[config.mk]
export PLATFORM = sky130hd
export DESIGN_NAME = pc_sel_controller
export DESIGN_NICKNAME = d
export VERILOG_FILES = /design/src/rtl/pc_sel_controller.sv
export SDC_FILE = /design/constraint.sdc
export NUM_CORES = 1
export LEC_CHECK = 0
export CAP_MARGIN = 10
export CORE_ASPECT_RATIO = 0.7
export CORE_MARGIN = 2
export CORE_UTILIZATION = 55
export CTS_CLUSTER_SIZE = 40
export DETAILED_ROUTE_END_ITERATION = 7
export HOLD_SLACK_MARGIN = 0.12
export PLACE_DENSITY = 0.84
export SYNTH_ARGS = -nofsm -noshare
export SYNTH_HDL_FRONTEND = slang
export SYNTH_SLANG_ARGS = --single-unit
[constraint.sdc]
create_clock -name clk_i -period 3.3 [get_ports clk_i]
set_input_delay 0.33 -clock clk_i [delete_from_list [all_inputs] [get_ports clk_i]]
set_output_delay 0.33 -clock clk_i [all_outputs]
set_load 0.01 [all_outputs]
[src/rtl/pc_sel_controller.sv]
// Next-PC sequencing controller: selects the next-PC source and gates the PC write.
// It also drives the IF/ID flush and counts issued redirects.
module pc_sel_controller #(
  parameter int unsigned FlushCycles = 1,
  parameter int unsigned CntW        = 16
) (
  input  logic            clk_i,
  input  logic            rst_i,
  input  logic            ex_valid_i,
  input  logic            is_jump_i,
  input  logic            is_branch_i,
  input  logic            branch_taken_i,
  input  logic            is_jr_i,
  input  logic            jr_ready_i,
  input  logic            stall_i,
  output logic [1:0]      sel_o,
  output logic            pc_write_o,
  output logic            flush_o,
  output logic            busy_o,
  output logic [CntW-1:0] redirect_count_o
);

  typedef enum logic [1:0] {StRun, StJrWait, StRedirect, StFlush} state_e;

  localparam bit         HasFlush  = (FlushCycles > 1);
  localparam logic [2:0] FlushLoad = 3'(FlushCycles - 1);

  state_e          state_q;
  logic [1:0]      sel_q, pend_q;
  logic            flush_q, busy_q, wr_en_q;
  logic [2:0]      fcnt_q;
  logic [CntW-1:0] count_q, count_inc;

  logic [1:0] ev_code;
  logic       ev_redirect, ev_jr_wait;

  // Decode with priority JR > jump > branch; anything else is not-taken.
  always_comb begin
    ev_code     = 2'b00;
    ev_redirect = 1'b0;
    ev_jr_wait  = 1'b0;
    if (ex_valid_i) begin
      if (is_jr_i) begin
        if (jr_ready_i) begin
          ev_code     = 2'b11;
          ev_redirect = 1'b1;
        end else begin
          ev_jr_wait  = 1'b1;
        end
      end else if (is_jump_i) begin
        ev_code     = 2'b01;
        ev_redirect = 1'b1;
      end else if (is_branch_i && branch_taken_i) begin
        ev_code     = 2'b10;
        ev_redirect = 1'b1;
      end
    end
  end

  assign count_inc = (count_q == '1) ? count_q : count_q + CntW'(1);

  always_ff @(posedge clk_i) begin
    if (rst_i) begin
      state_q <= StRun;
      sel_q   <= 2'b00;
      pend_q  <= 2'b00;
      flush_q <= 1'b0;
      busy_q  <= 1'b0;
      wr_en_q <= 1'b1;
      fcnt_q  <= 3'd0;
      count_q <= '0;
    end else begin
      unique case (state_q)
        StRun: begin
          if (ev_redirect) begin
            state_q <= StRedirect;
            pend_q  <= ev_code;
            sel_q   <= ev_code;
            flush_q <= 1'b1;
            busy_q  <= 1'b1;
            count_q <= count_inc;
          end else if (ev_jr_wait) begin
            state_q <= StJrWait;
            busy_q  <= 1'b1;
            wr_en_q <= 1'b0;
          end
        end
        StJrWait: begin
          if (jr_ready_i) begin
            state_q <= StRedirect;
            pend_q  <= 2'b11;
            sel_q   <= 2'b11;
            flush_q <= 1'b1;
            wr_en_q <= 1'b1;
            count_q <= count_inc;
          end
        end
        StRedirect: begin
          if (stall_i) begin
            sel_q <= pend_q;
          end else if (HasFlush) begin
            state_q <= StFlush;
            sel_q   <= 2'b00;
            fcnt_q  <= FlushLoad;
          end else begin
            state_q <= StRun;
            sel_q   <= 2'b00;
            flush_q <= 1'b0;
            busy_q  <= 1'b0;
          end
        end
        StFlush: begin
          // Stalled cycles stretch the flush without consuming the count.
          if (!stall_i) begin
            if (fcnt_q == 3'd1) begin
              state_q <= StRun;
              flush_q <= 1'b0;
              busy_q  <= 1'b0;
              fcnt_q  <= 3'd0;
            end else begin
              fcnt_q <= fcnt_q - 3'd1;
            end
          end
        end
        default: state_q <= StRun;
      endcase
    end
  end

  assign sel_o            = sel_q;
  assign flush_o          = flush_q;
  assign busy_o           = busy_q;
  assign pc_write_o       = wr_en_q & ~stall_i & ~rst_i;
  assign redirect_count_o = count_q;

endmodule

Yosys cells after proc, flatten, opt, wreduce, memory -nomap -nowiden
Cells that the tools add are included.
{"block": "totals", "inputBits": 9, "mem_count": 0, "reg_bits": 28, "latchBits": 0, "word_cells": 81, "mem_bits_rw": 0, "romBits": 0, "output_inout_bits": 21}
{"block": "classes", "muxes": 42, "n_eq_ne": 13, "n_reduce_logical": 12, "shift": 0, "n_addsub": 2, "magnitude_cmp": 0, "div_mod_pow": 0, "bitwise": 4, "mul": 0}
{"operator": "$mux W16", "count": 3}
{"operator": "$pmux W16 S2", "count": 1}
{"operator": "$mux W2", "count": 14}
{"operator": "$mux W1", "count": 17}
{"operator": "$add A16 B1 Y16 const B", "count": 1}
{"operator": "$eq A16 B16 Y1 const B", "count": 1}
{"operator": "$reduce_and A5 Y1", "count": 3}
{"operator": "$ne A2 B2 Y1 const B", "count": 7}
{"operator": "$pmux W2 S4", "count": 1}
{"operator": "$pmux W2 S3", "count": 1}
{"operator": "$reduce_and A3 Y1", "count": 2}
{"operator": "$reduce_bool A3 Y1", "count": 2}
{"operator": "$eq A2 B2 Y1 const B", "count": 2}
{"operator": "$pmux W1 S4", "count": 1}
{"operator": "$pmux W2 S2", "count": 1}
{"operator": "$reduce_and A4 Y1", "count": 1}
{"operator": "$eq A3 B1 Y1 const B", "count": 1}
{"operator": "$mux W3", "count": 1}
{"operator": "$ne A3 B3 Y1 const B", "count": 1}
{"operator": "$pmux W1 S3", "count": 1}
{"operator": "$sub A3 B1 Y3 const B", "count": 1}
{"operator": "$and A1 B1 Y1", "count": 2}
{"operator": "$eq A2 B1 Y1 const B", "count": 1}
{"operator": "$logic_not A2 Y1", "count": 1}
{"operator": "5 further kinds", "count": 6}

Logic depth before layout (Yosys ltp)
Gate-level depths: netlist of run 1.
{"block": "depth", "word_depth": 7, "depth_mapped": 10}

Worst setup path after synthesis of run 1
No wires, ideal clock.
{"block": "synth_path", "kind": "reg-to-reg", "startpoint": "register state_q[1]", "endpoint": "register count_q[13], in the netlist redirect_count_o[13]", "setup_slack_ns": 1.372, "arrival_ns": 1.796, "path_stages_with_launch": 11, "setup_time_ns": 0.132, "cell_sequence": "dfxtp_1 inv_1 ha_1 buf_4 nor2_1 o2111ai_2 a21o_2 buf_6 buf_4 o31ai_1 a21oi_1"}
{"block": "synth_between", "elab_chain_cells": 3, "elab_cells_between_ends": 7}
{"item": "start, declared", "line_no": "28", "text": "state_e state_q;"}
{"item": "start signal, assigned", "line_no": "64", "text": "state_q <= StRun;"}
{"item": "start signal, assigned", "line_no": "76", "text": "state_q <= StRedirect;"}
{"item": "start signal, assigned", "line_no": "83", "text": "state_q <= StJrWait;"}
{"item": "$eq A2 B1 Y1 or $logic_not A2 Y1 (tied branches)", "line_no": "73", "text": "unique case (state_q)"}
{"item": "$ne A2 B2 Y1 (no line) or $reduce_bool A2 Y1 (tied branches)"}
{"item": "$reduce_and A3 Y1 (no line)"}
{"item": "end signal, assigned", "line_no": "81", "text": "count_q <= count_inc;"}
{"item": "end signal, assigned", "line_no": "95", "text": "count_q <= count_inc;"}
{"item": "end, declared", "line_no": "32", "text": "logic [CntW-1:0] count_q, count_inc;"}
Several ways; a longest one is shown, not always the timed one.
A chain may end at the register's enable or synchronous reset.

Worst setup path after layout of run 1
{"block": "layout_path", "startpoint": "register state_q[1]", "endpoint": "register count_q[11], in the netlist redirect_count_o[11]"}
The elaborated chain is that of the path after synthesis.

==> results.txt, run 1 <==
In this run the worst hold path is classified as flip-flop to flip-flop. The placeable core region is 2743 um2. The required time reported for the critical path endpoint is 3.52 ns. The run finished with clean final reports.

The layer flagged by global routing as most heavily used is met2. The clock-pin slew on the worst setup and hold paths came out at 0.10 ns. The total design power is 928.3 uW. In this run the core area contains 16 standard-cell rows. Subtracting the final worst setup slack from the clock period gives 2.224 ns.

The number of setup buffers added after CTS is 0. The tool flagged a number of max-cap violations equal to 0. The number of routed nets with antenna violations came out at 0. After detailed routing, the average wire length per cell comes to 15.34 um. The logic depth of the worst path, buffers included came out at 7. The tree built by TritonCTS fans out to 28 sinks.

The number of synthesized flops with an enable pin is 0. The count of input and output buffers came out at 29. The storage element area is 560.5 um2. In this design, the stage delay of the slowest critical-path cell is 0.50 ns. The fraction of final layout cells sized beyond drive strength 1 is 0.06103. The placer's final routability congestion estimate is 0.8791.

The first TritonRoute pass finished after 5 iterations. The final count of hold timing violations came out at 0. The count of pins over their slew limit came out at 0. The top flip-flop cell by instance count after synthesis is sky130_fd_sc_hd__dfxtp_1. The setup clock skew after layout came out at 0.007526 ns. The relative slew slack is 0.7077. For met2 alone, demand over resource in global routing was 0.3889. The H-tree level count came out at 1. Counting both buffers and inverters, the worst setup path holds a total of 1. The area growth from synthesis to layout is 23.59%.

The area share of the largest cell type after synthesis is 0.3607. Walking the worst path, the cells encountered are inv_1, ha_1, nor2_1, o2111ai_2, a21o_2, or4_1, a21oi_1. The post-detailed-route via-to-cell ratio is 6.213. The utilization after layout is 0.7003. Counting the fill cells in the layout gives 207.

The part of the Yosys area used for sequential elements came out at 0.3607. The cell area power density is 483.4 nW/um2. The full die area came out at 3273 um2. sky130_fd_sc_hd__dfxtp_1 takes more of the synthesized area than any other cell. The first-pass GRT wire length came out at 6486 um. Setup repair after global routing left no endpoint under its margin. For met1 alone, demand over resource in global routing was 0.3598. The worst-margin pin slew came out at 0.4384 ns. The cell with the largest stage delay on the worst path is sky130_fd_sc_hd__or4_1. Yosys printed 0 warnings. The share of flip-flops with an asynchronous set or reset came out at 0. The total wire length came out at 3820 um. The footprint of the multi-input gates is 912.1 um2.

The number of clock buffers added by TritonCTS is 3. The die height is 48.47 um. The fmax came out at 449.7 MHz.

Yosys attributes the largest share of cell area to sky130_fd_sc_hd__dfxtp_1 (36%), sky130_fd_sc_hd__a21oi_1 (7.4%), sky130_fd_sc_hd__ha_1 (6.4%). The static leakage power is 0.6571 nW. The startpoint identified for the worst hold timing path is redirect_count_o[1].

Prior to clock tree synthesis, the placed netlist has a worst setup slack of 0.9988 ns. TritonCTS built the clock tree. The clock passes through at most 2 buffers. For this run, global-route usage on met3 was measured as 0.05814.

The final clock period utilization by the worst path is 0.6739. The category of the critical setup timing path is flip-flop to flip-flop. The initial utilization of the core area, before any placement, comes to 0.5666. The number of nets in the finished design came out at 231. Entering global routing, the biggest net connects 30 pins. In this run the critical register-to-register path is launched from state_q[1]. Setup violations remaining at the end of the flow were counted as 0. The worst ir drop on vdd came out at 351.7 uV.

The number of flip-flops and latches in the synthesized netlist came out at 28. The worst setup path is launched from a flip-flop. In the synthesized netlist, the number of instances is 187. The I/O pin count came out at 30. The total half-perimeter wirelength after legalization and detailed placement is 2712 um. The critical path starts at state_q[1]. The post-synthesis cell area came out at 1554 um2. The distinct cell type count of the synthesized netlist is 42. The number of buffers inserted for hold repair after clock tree synthesis came out at 0. The starting DRC count in detailed routing is 157. The library cells used most frequently in the layout, excluding fill and tap cells, are sky130_fd_sc_hd__clkdlybuf4s50_1 (29), sky130_fd_sc_hd__dfxtp_1 (28), sky130_fd_sc_hd__a21oi_1 (23).

The critical path capture point type is a flip-flop. The number of gates resized after cts came out at 0. Leaving out fill and tap cells, the most frequent cell in the layout is sky130_fd_sc_hd__clkdlybuf4s50_1. Of all nets on the critical path, the largest fanout is 25. The worst hold path was traced through 2 stages. The die is 67.53 um wide. The master cell of the clock root buffer is sky130_fd_sc_hd__clkbuf_8.

The via count of the first global-routing pass is 1438. The family with the most delay on the worst path is compound AO/OA/AOI/OAI gates. Synthesis produced a netlist with a net count of 204. After routing, the total negative slack on setup checks comes to 0 ns.

In the global route stage, overall resource usage came out at 0.2508. The signal arrival time at the worst endpoint came out at 2.44 ns. Measured in cells, the most critical reg-to-reg path has a length of 7. The number of antenna violations at the first check in global routing is 0.

Once routing completed, OpenROAD measured the worst setup slack at 1.076 ns. The DRC violation count after routing is 0. After global routing the overflow that remains totals 0. The clock reaches the later pin of the worst-skew pair after 0.28 ns. 0 antenna diodes ended up in the layout. A synthesized cell averages 8.310 um2.

The final route contains 1547 vias.
## final cells by class
class	instances	share of cell area
multi-input cells	142	0.4749
flip-flops and latches	28	0.2919
repair buffers	30	0.1550
well taps	36	0.02345
clock buffers	3	0.02150
inverters	9	0.01759
clock inverters	1	0.01564
## power by group
| group | internal [mW] | switching [mW] | leakage (nW) | total [mW] |
|---|---|---|---|---|
| Clock | 0.163 | 0.112 | 0.0357 | 0.274 |
| Sequential | 0.368 | 0.0209 | 0.227 | 0.389 |
| Combinational | 0.118 | 0.147 | 0.394 | 0.266 |
| Total | 0.648 | 0.280 | 0.657 | 0.928 |
## sequential cells by signal, indices dropped and copies added (netlist names)
signal            cells
state_q               2
redirect_count_o     16
busy_o                1
sel_o                 2
pend_q                2
fcnt_q                3
flush_o               1
wr_en_q               1
## worst register-to-register path, cell delays in order, from the launching register on
cell	delay [ns]
sky130_fd_sc_hd__dfxtp_1	0.39
sky130_fd_sc_hd__inv_1	0.10
sky130_fd_sc_hd__ha_1	0.31
sky130_fd_sc_hd__nor2_1	0.17
sky130_fd_sc_hd__o2111ai_2	0.15
sky130_fd_sc_hd__a21o_2	0.39
sky130_fd_sc_hd__or4_1	0.50
sky130_fd_sc_hd__a21oi_1	0.15
## metal layers
layer / vias to the layer above / routed length (um)
met1: 725 / 1761
li1: 744 / -
met4: 0 / 53
met3: 6 / 263
met5: - / 0
met2: 72 / 1741
## path summary, 6_finish.rpt
path                          endpoint  slack (ns)
setup / recovery  redirect_count_o[11]        1.08
hold / removal     redirect_count_o[1]        0.50
setup reg to reg  redirect_count_o[11]        1.08
hold reg to reg    redirect_count_o[1]        0.50
## Yosys cell counts (5+ instances only)
master / instances
sky130_fd_sc_hd__a211oi_1: 5
sky130_fd_sc_hd__o21ai_0: 11
sky130_fd_sc_hd__nand3_1: 7
sky130_fd_sc_hd__mux2i_1: 5
sky130_fd_sc_hd__ha_1: 8
sky130_fd_sc_hd__o31ai_1: 5
sky130_fd_sc_hd__inv_1: 9
sky130_fd_sc_hd__nor2_1: 16
sky130_fd_sc_hd__or3_1: 6
sky130_fd_sc_hd__a21oi_1: 23
sky130_fd_sc_hd__dfxtp_1: 28
sky130_fd_sc_hd__nand4_1: 6
sky130_fd_sc_hd__nand2_1: 9
sky130_fd_sc_hd__or4_1: 5
## through the flow
stage          cell area [um2]  instances  hold WS, ns
5_1_grt                   1921        249       0.5453
3_5_place_dp              1849        245       0.4926
6_report                  1921        249       0.5048
2_1_floorplan             1554        187       0.4720
4_1_cts                   1921        249       0.5118
3_3_place_gp              1849        245       0.4770
## cell families (layout without fill, tap and decap cells)
family                     Yosys count  after routing  synth area share
and+or+nand+nor                     70             70            0.2456
AOI/OAI and AO/OA                   57             57            0.2319
DFF                                 28             28            0.3607
buffers and inverters               17             43           0.05233
adders and majority gates            8              8           0.06441
muxes                                6              6           0.03945
xor gates and xnor gates             1              1          0.005637
Power figures use the tool's default switching activity.
==> run 2, diff against run 1 <==
Settings changed: CORE_UTILIZATION 55 to 51, PLACE_DENSITY 0.84 to 0.79.
Clock period 3.3 ns to 2.3 ns, I/O delays scaled along.
==> results.txt, run 2 (synthesis results as in run 1) <==
The number of antenna violations at the first check in global routing is 0 (unchanged). The maximum root-to-sink buffer count is 2 (unchanged). The peak per-stage delay on the critical path is 0.48 ns (-0.02 ns). The final clock period utilization by the worst path came out at 0.9240 (+0.2501). Setup repair after global routing left no endpoint under its margin.

The source-to-sink clock delay at the later pin of the worst-skew pair is 0.28 ns (about the same). The iteration count of the initial detailed-routing pass was 4 (-1). The utilization after layout is 0.6774 (-0.02290). The cell area power density is 658.4 nW/um2 (+36%). The worst ir drop on vdd was 392.3 uV (+12%). The via count is 1492 (-3.6%). The most common library cell in the layout ignoring fill and taps is sky130_fd_sc_hd__clkdlybuf4s50_1. The clock net sink count is 28 (unchanged).

The static leakage power came out at 0.6608 nW (+0.56%). The number of routed nets with antenna violations was 0 (unchanged). The signal arrival time at the worst endpoint is 2.34 ns (-0.10 ns). The DRC violation count after routing was 0 (unchanged).

The fmax is 470.5 MHz (+4.6%). The clock-pin slew on the worst setup and hold paths is 0.10 ns (about the same). In the layout the commonest cells are sky130_fd_sc_hd__clkdlybuf4s50_1 (29), sky130_fd_sc_hd__dfxtp_1 (28), sky130_fd_sc_hd__a21oi_1 (23). The critical path goes through inv_1, ha_1, o2111ai_2, a21o_4, or4_1, a21oi_1. The number of failing setup endpoints in the final timing report was 0 (unchanged).

The run finished with clean final reports. The row count came out at 16 (unchanged). The instance count after placement with tap cells included came out at 247 (+0.82%). The number of flip-flops under the largest register name is 16 (unchanged). The H-tree level count came out at 1 (unchanged). TritonCTS built the clock tree. The count of maximum capacitance violations is 0 (unchanged). The die height came to 50.19 um (+3.5%). The number of nets in the finished design is 233 (+0.87%). The fraction of final layout cells sized beyond drive strength 1 is 0.06977 (+0.008735). The biggest fanout along the worst timing path came out at 25 (unchanged). The number of cells traversed by the worst hold path came to 2 (unchanged). The maximum number of pins on one net before global-route repair is 30 (unchanged). The count of pins over their slew limit came out at 0 (unchanged).

The relative slew slack is 0.6433 (-0.06446). The worst reg2reg path depth came out at 6 (-1). The category of the critical setup timing path is flip-flop to flip-flop. The full die area came out at 3512 um2 (+7.3%).

The routed wire length per instance came out at 15.19 um (-1.0%). The post-detailed-route via-to-cell ratio came to 5.944 (-4.3%). The worst setup path is captured at a flip-flop.

The I/O pin count came to 30 (unchanged). The setup clock skew after layout came to 0.004605 ns (-0.002922 ns). The type of the worst min-delay path is flip-flop to flip-flop. The worst setup path is launched from a flip-flop.

The count of antenna diodes in the layout is 0 (unchanged). The via count of the first global-routing pass is 1328 (-7.6%). The total wire length came out at 3812 um (-0.21%). The overall overflow remaining after global route is 0 (unchanged). The clock period minus worst slack is 2.125 ns (-0.09871 ns). The post-layout instance count excluding filler cells is 251 (+0.80%). The final count of hold timing violations came out at 0 (unchanged). The number of filler instances in the final layout came out at 232 (+12%). The startpoint identified for the worst hold timing path is sel_o[1]. The number of buffers inserted for hold repair after clock tree synthesis is 0 (unchanged). The width of the chip came out at 69.98 um (+3.6%). The count of input and output buffers came out at 29 (unchanged). The first-pass GRT wire length is 6272 um (-3.3%). The starting DRC count in detailed routing is 148 (-5.7%). The number of clock buffers inserted by TritonCTS came out at 3 (unchanged). The cell area after layout came to 1926 um2 (+0.26%). The placer's final routability congestion estimate is 0.9313 (+5.9%).

The effective utilization at floorplan came out at 0.5467 (-0.01995). The placeable core region came out at 2843 um2 (+3.6%). The beginning of the critical path is state_q[1]. The cell with the largest stage delay on the worst path is sky130_fd_sc_hd__or4_1.

The worst-margin pin slew came out at 0.5351 ns (+0.09669 ns). The required time reported for the critical path endpoint came out at 2.52 ns (-1.00 ns). The total placed instance area was 1864 um2 (+0.81%).

The master cell of the clock root buffer is sky130_fd_sc_hd__clkbuf_8. The total half-perimeter wirelength after legalization and detailed placement is 2703 um (-0.33%). From synthesis to final layout, the design area changed by 23.91%.

The total routing resource utilization after global routing came out at 0.2227 (-0.02814). The worst register-to-register path begins at state_q[1]. The sum of negative setup slack came to 0 ns (unchanged).
-- run 2: through the flow --
stage          worst slack, ns  hold slack, ns  total power [mW]
4_1_cts                 0.1497          0.5106             1.262
3_5_place_dp           0.06540          0.4925            0.9557
5_1_grt                0.01769          0.5413             1.335
2_1_floorplan           0.3721          0.3985            0.8351
3_3_place_gp            0.1406          0.4790            0.9352
6_report                0.1748          0.5155             1.268
-- run 2: area by class of cell --
class,count,area (um2),share of cell area
Sequential cell,28,560.5,0.2911
Tap cell,36,45.04,0.02339
Clock buffer,4,55.05,0.02859
Multi-Input combinational cell,142,918.4,0.4769
Inverter,9,33.78,0.01754
Timing Repair Buffer,32,312.8,0.1624
-- run 2: per-layer routing --
layer,GRT usage,vias up,share of wire
met3,0.04418,4,0.064
li1,-,750,-
met1,0.3229,683,0.49
met5,0,-,0
met4,0.06090,0,0.012
met2,0.3397,55,0.43
-- run 2: report_power, final --
part           internal [mW]  switching [mW]  leakage, nW
clock                  0.154           0.157       0.0288
combinational          0.178           0.217        0.405
sequential             0.528          0.0346        0.227
total                  0.860           0.408        0.661
-- run 2: path summary, 6_finish.rpt --
kind / to / slack [ns]
max reg2reg: redirect_count_o[11] / 0.17
max: redirect_count_o[11] / 0.17
min: sel_o[1] / 0.52
min reg2reg: sel_o[1] / 0.52
-- run 2: worst max-delay path: cells and delay by family (launching register included) --
| kind | cells | cell delay [ns] |
|---|---|---|
| flip-flops | 1 | 0.36 |
| buffers and inverters | 1 | 0.12 |
| adder cells (fa/ha/maj) | 1 | 0.36 |
| AO/OA/AOI/OAI | 3 | 0.73 |
| AND/OR/NAND/NOR | 1 | 0.48 |
-- run 2: timing repair --
action                                 CTS  global route
buffers inserted                         0             0
endpoints found under the hold margin    0             0
resized for setup                        0             1
setup endpoints to repair                0             1
==> run 3, diff against run 2 <==
Settings changed: CORE_MARGIN 2 to default, REMOVE_ABC_BUFFERS from default to 1.
==> results.txt, run 3 (synthesis results as in run 1) <==
The peak per-stage delay on the critical path came out at 0.50 ns (+0.02 ns). For this design, the slowest cell found on the critical path is sky130_fd_sc_hd__or4_1. The number of nets in the finished design came out at 233 (unchanged). The number of buffers inserted for hold repair after clock tree synthesis is 0 (unchanged). The number of antenna violations at the first check in global routing is 0 (unchanged). The via count of the first global-routing pass is 1343 (+1.1%). The reg-to-reg critical path endpoint is redirect_count_o[11]. The via count is 1533 (+2.7%). The worst path setup slack after routing is 0.1576 ns (-0.01722 ns). The post-detailed-route via-to-cell ratio is 6.108 (+2.7%). The biggest fanout along the worst timing path came out at 25 (unchanged). The critical path starts at state_q[0]. The growth of design area from synthesis to finish came out at 23.51%. The width of the chip is 67.98 um (-2.9%). The highest metal layer carrying signal wires in the routed design is met4. The overall overflow remaining after global route is 0 (unchanged). The I/O pin count was 30 (unchanged).

The number of setup buffers added after CTS is 0 (unchanged). Setup repair after global routing left no endpoint under its margin. The run finished with clean final reports. In the layout the commonest cells are sky130_fd_sc_hd__clkdlybuf4s50_1 (29), sky130_fd_sc_hd__dfxtp_1 (28), sky130_fd_sc_hd__a21oi_1 (23). The setup clock skew after layout came out at 0.009402 ns (+0.004797 ns). The H-tree level count was 1 (unchanged).

The worst ir drop on vdd is 407.8 uV (+4.0%). The iteration count of the initial detailed-routing pass came out at 4 (unchanged). The required time reported for the critical path endpoint was 2.52 ns (about the same). The total routing resource utilization after global routing is 0.2530 (+0.03024). The total wire length came out at 3797 um (-0.39%). The utilization after layout is 0.6752 (-0.002201). TritonCTS built the clock tree.

The worst setup path is launched from a flip-flop. The sum of negative setup slack came out at 0 ns (unchanged). The number of clock buffers inserted by TritonCTS came out at 3 (unchanged). The source-to-sink clock delay at the later pin of the worst-skew pair came to 0.28 ns (about the same).

The register-to-register setup slack is 0.16 ns (-0.02 ns). In this run the worst hold path is classified as flip-flop to flip-flop. The count of maximum capacitance violations is 0 (unchanged). The number of routed nets with antenna violations is 0 (unchanged). The number of flip-flops under the largest register name came out at 16 (unchanged). Leaving out fill and tap cells, the most frequent cell in the layout is sky130_fd_sc_hd__clkdlybuf4s50_1. The full die area is 3275 um2 (-6.7%). The smallest hold slack came out at 0.5111 ns (-0.004429 ns).

The worst slack at placement is 0.05779 ns (-0.007610 ns). The total routed wire length on the met1 layer came out at 1774 um (-5.1%). The static leakage power came to 0.6603 nW (about the same). The DRC violation count after routing came out at 0 (unchanged). The signal arrival time at the worst endpoint came to 2.37 ns (+0.03 ns). The starting DRC count in detailed routing came out at 184 (+24%). The maximum root-to-sink buffer count is 2 (unchanged). The total half-perimeter wirelength after legalization and detailed placement is 2640 um (-2.3%). The clock-pin slew on the worst setup and hold paths came out at 0.10 ns (about the same). The worst setup path is captured at a flip-flop. In this run the worst setup path terminates at redirect_count_o[11]. The die height is 48.19 um (-4.0%). The number of gates resized after cts is 0 (unchanged). Traced cell by cell, the critical path runs through inv_1, ha_1, o2111ai_2, a21o_2, or4_1, a21oi_1.

The first-pass GRT wire length is 6023 um (-4.0%). The fraction of final layout cells sized beyond drive strength 1 is 0.06977 (unchanged). The cell area power density is 659.2 nW/um2 (+0.12%).

The met2 routed wirelength came to 1709 um (+3.4%). The critical path is of the flip-flop to flip-flop type. The routed wire length per instance is 15.13 um (-0.39%).

The maximum number of pins on one net before global-route repair is 30 (unchanged). The placer's final routability congestion estimate came out at 0.8554 (-8.1%). The worst reg2reg path depth is 6 (unchanged). The clock period minus worst slack is 2.142 ns (+0.01722 ns). The effective utilization at floorplan came out at 0.5467 (unchanged). The clock net sink count came to 28 (unchanged).

The master cell of the clock root buffer is sky130_fd_sc_hd__clkbuf_8. The row count is 16 (unchanged). The worst register-to-register path begins at state_q[0]. The placeable core region came out at 2843 um2 (unchanged). The worst-margin pin slew was 0.5272 ns (-0.007864 ns). The count of input and output buffers is 29 (unchanged). The count of pins over their slew limit came to 0 (unchanged). The relative slew slack came out at 0.6464 (+0.003122). The fmax is 466.8 MHz (-0.80%). The final clock period utilization by the worst path came out at 0.9315 (+0.007486). The count of antenna diodes in the layout came out at 0 (unchanged). The number of failing setup endpoints in the final timing report came out at 0 (unchanged). The met3 wire length came out at 285 um (+17%). The final count of hold timing violations is 0 (unchanged).
==> run 3: layout make-up <==
type	count	area, um2
Inverter	9	33.78
Tap cell	36	45.04
Timing Repair Buffer	32	312.8
Fill cell	246	923.4
Clock buffer	4	55.05
Sequential cell	28	560.5
Multi-Input combinational cell	142	912.1
==> run 3: worst max-delay path, delay by kind of cell, from the launching register on <==
kind	cells	cell delay, ns
compound gates	3	0.78
simple gates	1	0.50
flops	1	0.35
fa+ha+maj	1	0.33
buf+inv	1	0.11
==> run 3: power breakdown <==
part,switching [mW],total [mW],internal (mW)
registers,0.0322,0.560,0.527
clock network,0.160,0.314,0.154
logic,0.217,0.392,0.175
==> run 3: worst min path at each step <==
stage / depth (start not counted) / end / start
4_1_cts: 2 / fcnt_q[1] / fcnt_q[1]
5_1_grt: 2 / redirect_count_o[1] / redirect_count_o[1]
6_report: 2 / flush_o / flush_o
2_1_floorplan: 1 / redirect_count_o[10] / rst_i
3_3_place_gp: 2 / redirect_count_o[1] / redirect_count_o[1]
3_5_place_dp: 2 / flush_o / flush_o
==> run 3: metal layers <==
metal | vias up | GRT usage
met5 | - | 0
met4 | 0 | 0.06667
met3 | 4 | 0.06075
met2 | 56 | 0.3980
met1 | 725 | 0.3508
li1 | 748 | -
==> run 3: per-stage QoR <==
step | instance area (um2) | total power, mW | std cells
final | 1919 | 1.265 | 251
after global routing | 1919 | 1.341 | 251
after CTS | 1919 | 1.259 | 251
after detailed placement | 1864 | 0.9535 | 247
after global placement | 1864 | 0.9364 | 247
after floorplan | 1506 | 0.8099 | 179
